## config.mk

```make
export PLATFORM = sky130hd
export DESIGN_NAME = ecg_suffix_decoder_flat
export DESIGN_NICKNAME = d
export VERILOG_FILES = /design/src/rtl/ecg_suffix_decoder_if.sv /design/src/rtl/ecg_suffix_decoder.sv /design/src/flat_wrapper.sv
export SDC_FILE = /design/constraint.sdc
export NUM_CORES = 1
export LEC_CHECK = 0
export BUFFER_PORTS_ARGS = -buffer_cell sky130_fd_sc_hd__buf_4
export CAP_MARGIN = 20
export CORE_ASPECT_RATIO = 0.5
export CORE_MARGIN = 2
export CORE_UTILIZATION = 61
export CTS_BUF_LIST = sky130_fd_sc_hd__clkbuf_2
export CTS_CLUSTER_SIZE = 25
export DETAILED_ROUTE_END_ITERATION = 8
export PLACE_DENSITY = 0.87
export SYNTH_ARGS = -nofsm -noshare
export SYNTH_HDL_FRONTEND = slang
export SYNTH_SLANG_ARGS = --single-unit
```

## constraint.sdc

```tcl
create_clock -name clk -period 3.7 [get_ports clk]
set_input_delay 0.37 -clock clk [delete_from_list [all_inputs] [get_ports clk]]
set_output_delay 0.37 -clock clk [all_outputs]
set_load 0.05 [all_outputs]
```

## src/rtl/ecg_suffix_decoder_if.sv

```systemverilog
// Stream interface for the ECG suffix decoder: serial bit input side and decoded group output side.
// master = bitstream source / group sink, slave = decoder.
interface ecg_suffix_decoder_if #(
  parameter int unsigned J = 10
) ();
  logic         blk_start;
  logic         in_bit;
  logic         in_valid;
  logic         in_ready;
  logic         out_valid;
  logic         out_ready;
  logic [J-1:0] out_sample_1;
  logic [J-1:0] out_sample_2;
  logic [J-1:0] out_sample_3;
  logic [J-1:0] out_sample_4;
  logic [1:0]   out_ecgidx;
  logic [3:0]   out_bits_req;
  logic         err;

  modport master (
    output blk_start, in_bit, in_valid, out_ready,
    input  in_ready, out_valid, out_sample_1, out_sample_2, out_sample_3, out_sample_4,
    input  out_ecgidx, out_bits_req, err
  );

  modport slave (
    input  blk_start, in_bit, in_valid, out_ready,
    output in_ready, out_valid, out_sample_1, out_sample_2, out_sample_3, out_sample_4,
    output out_ecgidx, out_bits_req, err
  );
endinterface

```

## src/rtl/ecg_suffix_decoder.sv

```systemverilog
// Serial ECG group decoder: 4-bit bits-required prefix, then four SM (ECG 0..2) or 2C (ECG 3) samples.
// Optional prefix range check enabled by defining ECG_DEC_RANGE_CHECK_EN.
module ecg_suffix_decoder #(
  parameter int unsigned J = 10
) (
  input logic                clk,
  input logic                rst_n,
  ecg_suffix_decoder_if.slave bus
);

  typedef enum logic [2:0] {StPrefix, StMag, StSign, StOut, StErr} state_e;

  state_e             state_q, state_d;
  logic [3:0]         cnt_q, cnt_d;
  logic [3:0]         b_q, b_d;
  logic [1:0]         smp_idx_q, smp_idx_d;
  logic [1:0]         ecgidx_q, ecgidx_d;
  logic [J-1:0]       acc_q, acc_d;
  logic               nz_q, nz_d;
  logic [2:0][J-1:0]  smp_q, smp_d;
  logic [3:0][J-1:0]  out_smp_q, out_smp_d;
  logic [1:0]         out_idx_q, out_idx_d;
  logic [3:0]         out_breq_q, out_breq_d;
  logic               out_valid_q, out_valid_d;
  logic               in_ready_q, in_ready_d;

  logic               fire;
  logic [3:0]         b_new;
  logic [J-1:0]       acc_shift;
  logic               nz_shift;
  logic [J-1:0]       sext_val;
  logic [J-1:0]       neg_val;
  logic               sbit;
  logic               done_smp;
  logic [J-1:0]       smp_val;

  assign fire      = bus.in_valid && in_ready_q;
  assign b_new     = {b_q[2:0], bus.in_bit};
  // Shifting into a J-bit register keeps only the J LSBs when B exceeds J.
  assign acc_shift = {acc_q[J-2:0], bus.in_bit};
  assign nz_shift  = nz_q | bus.in_bit;
  assign neg_val   = '0 - acc_q;

`ifdef ECG_DEC_RANGE_CHECK_EN
  logic err_q, err_d;
  logic b_over;
  assign b_over  = {28'd0, b_new} > J;
  assign bus.err = err_q;
`else
  assign bus.err = 1'b0;
`endif

  always_comb begin
    sbit     = 1'b0;
    sext_val = acc_shift;
    for (int unsigned i = 0; i < J; i++) begin
      if (i == {28'd0, b_q} - 32'd1) sbit = acc_shift[i];
    end
    for (int unsigned i = 0; i < J; i++) begin
      if (i >= {28'd0, b_q}) sext_val[i] = sbit;
    end
  end

  always_comb begin
    state_d     = state_q;
    cnt_d       = cnt_q;
    b_d         = b_q;
    smp_idx_d   = smp_idx_q;
    ecgidx_d    = ecgidx_q;
    acc_d       = acc_q;
    nz_d        = nz_q;
    smp_d       = smp_q;
    out_smp_d   = out_smp_q;
    out_idx_d   = out_idx_q;
    out_breq_d  = out_breq_q;
    out_valid_d = out_valid_q;
    done_smp    = 1'b0;
    smp_val     = '0;
`ifdef ECG_DEC_RANGE_CHECK_EN
    err_d       = err_q;
`endif

    unique case (state_q)
      StPrefix: begin
        if (fire) begin
          b_d   = b_new;
          cnt_d = cnt_q + 4'd1;
          if (cnt_q == 4'd3) begin
            cnt_d     = '0;
            smp_idx_d = '0;
            acc_d     = '0;
            nz_d      = 1'b0;
            if (b_new == 4'd0) begin
              state_d     = StOut;
              out_smp_d   = '0;
              out_idx_d   = ecgidx_q;
              out_breq_d  = 4'd0;
              out_valid_d = 1'b1;
            end else begin
              state_d = StMag;
            end
`ifdef ECG_DEC_RANGE_CHECK_EN
            if (b_over) begin
              state_d = StErr;
              err_d   = 1'b1;
            end
`endif
          end
        end
      end
      StMag: begin
        if (fire) begin
          acc_d = acc_shift;
          nz_d  = nz_shift;
          cnt_d = cnt_q + 4'd1;
          if (cnt_q == b_q - 4'd1) begin
            if (ecgidx_q == 2'd3) begin
              done_smp = 1'b1;
              smp_val  = sext_val;
            end else if (nz_shift) begin
              state_d = StSign;
            end else begin
              done_smp = 1'b1;
            end
          end
        end
      end
      StSign: begin
        if (fire) begin
          done_smp = 1'b1;
          smp_val  = bus.in_bit ? neg_val : acc_q;
        end
      end
      StOut: begin
        if (bus.out_ready) begin
          out_valid_d = 1'b0;
          ecgidx_d    = ecgidx_q + 2'd1;
          state_d     = StPrefix;
          cnt_d       = '0;
        end
      end
      StErr: ;
      default: state_d = StPrefix;
    endcase

    if (done_smp) begin
      cnt_d = '0;
      acc_d = '0;
      nz_d  = 1'b0;
      if (smp_idx_q == 2'd3) begin
        out_smp_d   = {smp_val, smp_q[2], smp_q[1], smp_q[0]};
        out_idx_d   = ecgidx_q;
        out_breq_d  = b_q;
        out_valid_d = 1'b1;
        state_d     = StOut;
      end else begin
        smp_d[smp_idx_q] = smp_val;
        smp_idx_d        = smp_idx_q + 2'd1;
        state_d          = StMag;
      end
    end

    // Block sync wins over any same-cycle bit; a same-cycle output transfer still completes.
    if (bus.blk_start) begin
      state_d     = StPrefix;
      cnt_d       = '0;
      smp_idx_d   = '0;
      acc_d       = '0;
      nz_d        = 1'b0;
      ecgidx_d    = '0;
      out_valid_d = 1'b0;
`ifdef ECG_DEC_RANGE_CHECK_EN
      err_d       = 1'b0;
`endif
    end

    in_ready_d = (state_d == StPrefix) || (state_d == StMag) || (state_d == StSign);
  end

  always_ff @(posedge clk or negedge rst_n) begin
    if (!rst_n) begin
      state_q     <= StPrefix;
      cnt_q       <= '0;
      b_q         <= '0;
      smp_idx_q   <= '0;
      ecgidx_q    <= '0;
      acc_q       <= '0;
      nz_q        <= 1'b0;
      smp_q       <= '0;
      out_smp_q   <= '0;
      out_idx_q   <= '0;
      out_breq_q  <= '0;
      out_valid_q <= 1'b0;
      in_ready_q  <= 1'b0;
`ifdef ECG_DEC_RANGE_CHECK_EN
      err_q       <= 1'b0;
`endif
    end else begin
      state_q     <= state_d;
      cnt_q       <= cnt_d;
      b_q         <= b_d;
      smp_idx_q   <= smp_idx_d;
      ecgidx_q    <= ecgidx_d;
      acc_q       <= acc_d;
      nz_q        <= nz_d;
      smp_q       <= smp_d;
      out_smp_q   <= out_smp_d;
      out_idx_q   <= out_idx_d;
      out_breq_q  <= out_breq_d;
      out_valid_q <= out_valid_d;
      in_ready_q  <= in_ready_d;
`ifdef ECG_DEC_RANGE_CHECK_EN
      err_q       <= err_d;
`endif
    end
  end

  assign bus.in_ready     = in_ready_q;
  assign bus.out_valid    = out_valid_q;
  assign bus.out_sample_1 = out_smp_q[0];
  assign bus.out_sample_2 = out_smp_q[1];
  assign bus.out_sample_3 = out_smp_q[2];
  assign bus.out_sample_4 = out_smp_q[3];
  assign bus.out_ecgidx   = out_idx_q;
  assign bus.out_bits_req = out_breq_q;

endmodule

```

## src/flat_wrapper.sv

```systemverilog
// flat-port wrapper written by rule: the top's interface ports become plain ports
module ecg_suffix_decoder_flat 
#(
  parameter int unsigned J = 10
)
  (clk, rst_n, bus_blk_start, bus_in_bit, bus_in_valid, bus_out_ready, bus_in_ready, bus_out_valid, bus_out_sample_1, bus_out_sample_2, bus_out_sample_3, bus_out_sample_4, bus_out_ecgidx, bus_out_bits_req, bus_err);
  ecg_suffix_decoder_if #(.J(J)) bus_i ();
  input logic clk;
  input logic rst_n;
  input wire logic [$bits(bus_i.blk_start)-1:0] bus_blk_start;
  input wire logic [$bits(bus_i.in_bit)-1:0] bus_in_bit;
  input wire logic [$bits(bus_i.in_valid)-1:0] bus_in_valid;
  input wire logic [$bits(bus_i.out_ready)-1:0] bus_out_ready;
  output wire logic [$bits(bus_i.in_ready)-1:0] bus_in_ready;
  output wire logic [$bits(bus_i.out_valid)-1:0] bus_out_valid;
  output wire logic [$bits(bus_i.out_sample_1)-1:0] bus_out_sample_1;
  output wire logic [$bits(bus_i.out_sample_2)-1:0] bus_out_sample_2;
  output wire logic [$bits(bus_i.out_sample_3)-1:0] bus_out_sample_3;
  output wire logic [$bits(bus_i.out_sample_4)-1:0] bus_out_sample_4;
  output wire logic [$bits(bus_i.out_ecgidx)-1:0] bus_out_ecgidx;
  output wire logic [$bits(bus_i.out_bits_req)-1:0] bus_out_bits_req;
  output wire logic [$bits(bus_i.err)-1:0] bus_err;
  assign bus_i.blk_start = bus_blk_start;
  assign bus_i.in_bit = bus_in_bit;
  assign bus_i.in_valid = bus_in_valid;
  assign bus_i.out_ready = bus_out_ready;
  assign bus_in_ready = bus_i.in_ready;
  assign bus_out_valid = bus_i.out_valid;
  assign bus_out_sample_1 = bus_i.out_sample_1;
  assign bus_out_sample_2 = bus_i.out_sample_2;
  assign bus_out_sample_3 = bus_i.out_sample_3;
  assign bus_out_sample_4 = bus_i.out_sample_4;
  assign bus_out_ecgidx = bus_i.out_ecgidx;
  assign bus_out_bits_req = bus_i.out_bits_req;
  assign bus_err = bus_i.err;
  ecg_suffix_decoder #(.J(J)) u_core (.clk(clk), .rst_n(rst_n), .bus(bus_i));
endmodule
```

==> impl_metrics.toml <==
[clock_tree]
cts.reportedPaths.clkPinSlew_ps = 330
cts.hold.buffers_added = 2
clock_sinks = 104
postCtsResizedCells = 0
post_cts_buffers = 0
tritoncts = "built"
htree_levels = 3
cts_root_buf = "clkbuf_2"
numCtsBuffers = 9
clock_tree_buf_depth = 2
worstSkewPairLatency_ps = 620

[yosys]
synth_cell_types = 61
synth_area_um2 = 5130
ys_async_sr_fraction = 1.00
syn_inst = 445
postSynthRegisterBits = 104
postSynthNetCount = 464
ys_dominant_reg_cell = "dfrtp_1"
post_synth.cell_area_avg_um2 = 11.5
yosysSeqAreaShare = 0.507
synthesis.yosys.warnings = 0
synth-edff-count = 0

[hold_path]
hold_class = "primary input to async pin"

[setup_path]
timing.critical_path.to_type = "flop"
critical_path.startpoint_type = "flop"
critPathSlowestCell = "dfrtp_1"
cp_slowest_stage_delay_ps = 660
cp.depth = 8
worst_ep_arrival_time_ps = 3920
critPathMaxFanout = 12
worstPathCellList = "inv_1, ha_1, xnor3_1, and3_1, nand4_4, a21oi_2, and2_1, mux2_2"
crit_family = "simple AND/OR/NAND/NOR gates"
cp_data_required_time_ps = 4200
criticalPathCategory = "flop to flop"
path_buf_inv = 1
worstRegToRegCells = 8

[detailed_routing]
vias_per_cell = 6.27
route.vias.total = 3781
drt_pass1_iterations = 5
routed_wl_um = 11600
wire_per_inst_um = 19.3
post-route-drc-count = 0
drt.antenna.violating_nets = 0
drt-initial-drc-count = 373

[power_and_ir_drop]
power_density_nw_per_um2 = 392
report.power.total_mw = 2.25
power.ir.vdd_worst_mv = 0.232
total_leakage_power_nw = 2.85

[global_route]
grt-ovfl-total = 0
groute.usage.overall = 0.264
number_of_antenna_violations_at_the_first_check_in_global_routing = 0
grt_pass1_wl_um = 18400
maximum_number_of_pins_on_one_net_before_global_route_repair = 61
vias_in_the_first_global_route = 3495

[final_layout]
syn_to_final_growth_pct = 11.9
count_of_non_filler_cells_in_the_finished_layout = 603
final_net_count = 505
final_layout_size_suffix_gt1_frac = 0.236
diodes = 0

[sta]
max_slew_margin = 0.308
fin_crit_ps = 3420
finalClockSkew_ps = 53.1
finalHoldViolCount = 0
setup_viol = 0
finalMaxSlewViolations = 0
fin_crit_sh = 0.925
max_clock_freq_ghz = 0.292
rsz0062_at_grt = "no"
worst-slew-pin-transition_ps = 1030
tns_ps = 0

[run]
cap_viol_max_count = 0

[place]
hpwlAfterDp_um = 8200
port_buffers = 53
placed_cells_incl_taps = 585
gpl.final_weighted_congestion = 0.916

[floorplan]
dieWidth_um = 134
floorplan.rows = 23
ios = 55
start_util = 0.635
die_outline_area_um2 = 9210
die_height_um = 68.9
fp.coreArea_um2 = 8090

[run_status]
run_status = "completed"
## cell families (layout without fill, tap and decap cells)
logic type / after synthesis / in the layout / share of synthesized area
AO/OA/AOI/OAI: 116 / 116 / 0.176
flip-flops: 104 / 104 / 0.507
AND/OR/NAND/NOR: 104 / 104 / 0.109
multiplexers: 45 / 45 / 0.0958
buffers and inverters: 44 / 90 / 0.0419
XOR/XNOR: 18 / 18 / 0.0371
adder cells (fa/ha/maj): 13 / 13 / 0.0317
other: 1 / 1 / 0.000731
## flip-flops by register name (all words and copies together) (netlist names)
signal / count
u_core.bus.in_ready: 1
u_core.bus.out_sample_4: 10
u_core.ecgidx_q: 2
u_core.acc_q: 10
u_core.bus.out_bits_req: 4
u_core.bus.out_ecgidx: 2
u_core.b_q: 4
u_core.smp_q: 30
u_core.bus.out_valid: 1
u_core.bus.out_sample_3: 10
u_core.bus.out_sample_1: 10
u_core.cnt_q: 4
u_core.bus.out_sample_2: 10
u_core.smp_idx_q: 2
u_core.nz_q: 1
u_core.state_q: 3
## worst paths after layout
check                                             startpoint                              endpoint  slack [ps]
worst max-delay path               u_core.b_q[0]$_DFFE_PN0P_           u_core.smp_q[6]$_DFFE_PN0P_         280
worst min-delay path                                   rst_n  u_core.bus.out_sample_2[1]$_DFF_PN0_          70
worst max register to register     u_core.b_q[0]$_DFFE_PN0P_           u_core.smp_q[6]$_DFFE_PN0P_         280
worst min register to register  u_core.smp_q[23]$_DFFE_PN0P_  u_core.bus.out_sample_3[3]$_DFF_PN0_         540
max in group asynchronous                              rst_n          u_core.smp_q[26]$_DFFE_PN0P_        2630
min in group clk                                  bus_in_bit           u_core.acc_q[0]$_DFFE_PN0P_         100
## through the flow
step / area (um2) / worst slack [ps] / hold slack (ps) / util
finish: 5740 / 278 / 66.2 / 0.710
global route: 5740 / 67.1 / 22.8 / 0.710
CTS: 5740 / 315 / 39.5 / 0.710
detailed placement: 5550 / 344 / 229 / 0.687
global placement: 5550 / 491 / 227 / 0.687
floorplan: 5130 / 829 / 74.4 / -
## Yosys cell counts (6+ instances only)
library cell / n / share of area
nor3_1: 10 / 0.0098
a21oi_1: 17 / 0.017
nor2_1: 25 / 0.018
dfrtp_1: 104 / 0.51
inv_1: 14 / 0.010
xnor2_1: 10 / 0.017
ha_1: 13 / 0.032
mux2i_1: 12 / 0.023
mux2_2: 31 / 0.068
buf_2: 7 / 0.0068
nor2b_1: 8 / 0.0098
a22o_1: 46 / 0.079
xor2_1: 6 / 0.010
nand2_1: 19 / 0.014
nand3_1: 8 / 0.0078
clkbuf_1: 14 / 0.010
o21ai_0: 12 / 0.012
## cell type report
class	instances	area, um2
clock buffers	9	45.0
well taps	112	140
multi-input cells	297	2320
repair buffers	60	455
inverters	14	52.6
clock inverters	7	126
fillers	581	2340
flip-flops and latches	104	2600
## where the power goes
part	internal, mW	leakage [nW]	switching, mW	total, mW
Combinational	0.145	1.32	0.234	0.379
Sequential	1.16	1.44	0.0466	1.20
Clock	0.245	0.0950	0.420	0.665
## layout by cell type, fill, tap and decap left out, types with 3 or more instances in the layout
master    synthesis  routed
clkinv_8          0       3
and2_1            4       4
nand3_1           8       8
clkbuf_2          0       9
a21o_1            4       4
a22o_1           46      46
nor3b_1           3       3
nand2_1          19      19
mux2_2           31      31
nor3_1           10      10
buf_4             5      58
nor2_1           25      24
o32ai_1           3       3
xor2_1            6       6
o21ai_0          12      12
and3_1            3       3
ha_1             13      13
a211oi_1          3       3
mux2i_1          12      12
nand2b_1          3       3
or3_1             5       5
xnor2_1          10      10
o22ai_1           5       5
dfrtp_1         104     104
a21oi_1          17      17
o31ai_1           4       4
a41o_1            4       4
inv_1            14      14
nor2b_1           8       8
## layer usage
metal | GRT usage | vias to the layer above | share of wire
met4 | 0.0811 | 0 | 0.016
met3 | 0.0665 | 18 | 0.057
met5 | 0 | - | 0
li1 | - | 1709 | -
met2 | 0.417 | 137 | 0.45
met1 | 0.369 | 1917 | 0.48
No activity file was read; power rests on OpenSTA's default activity.
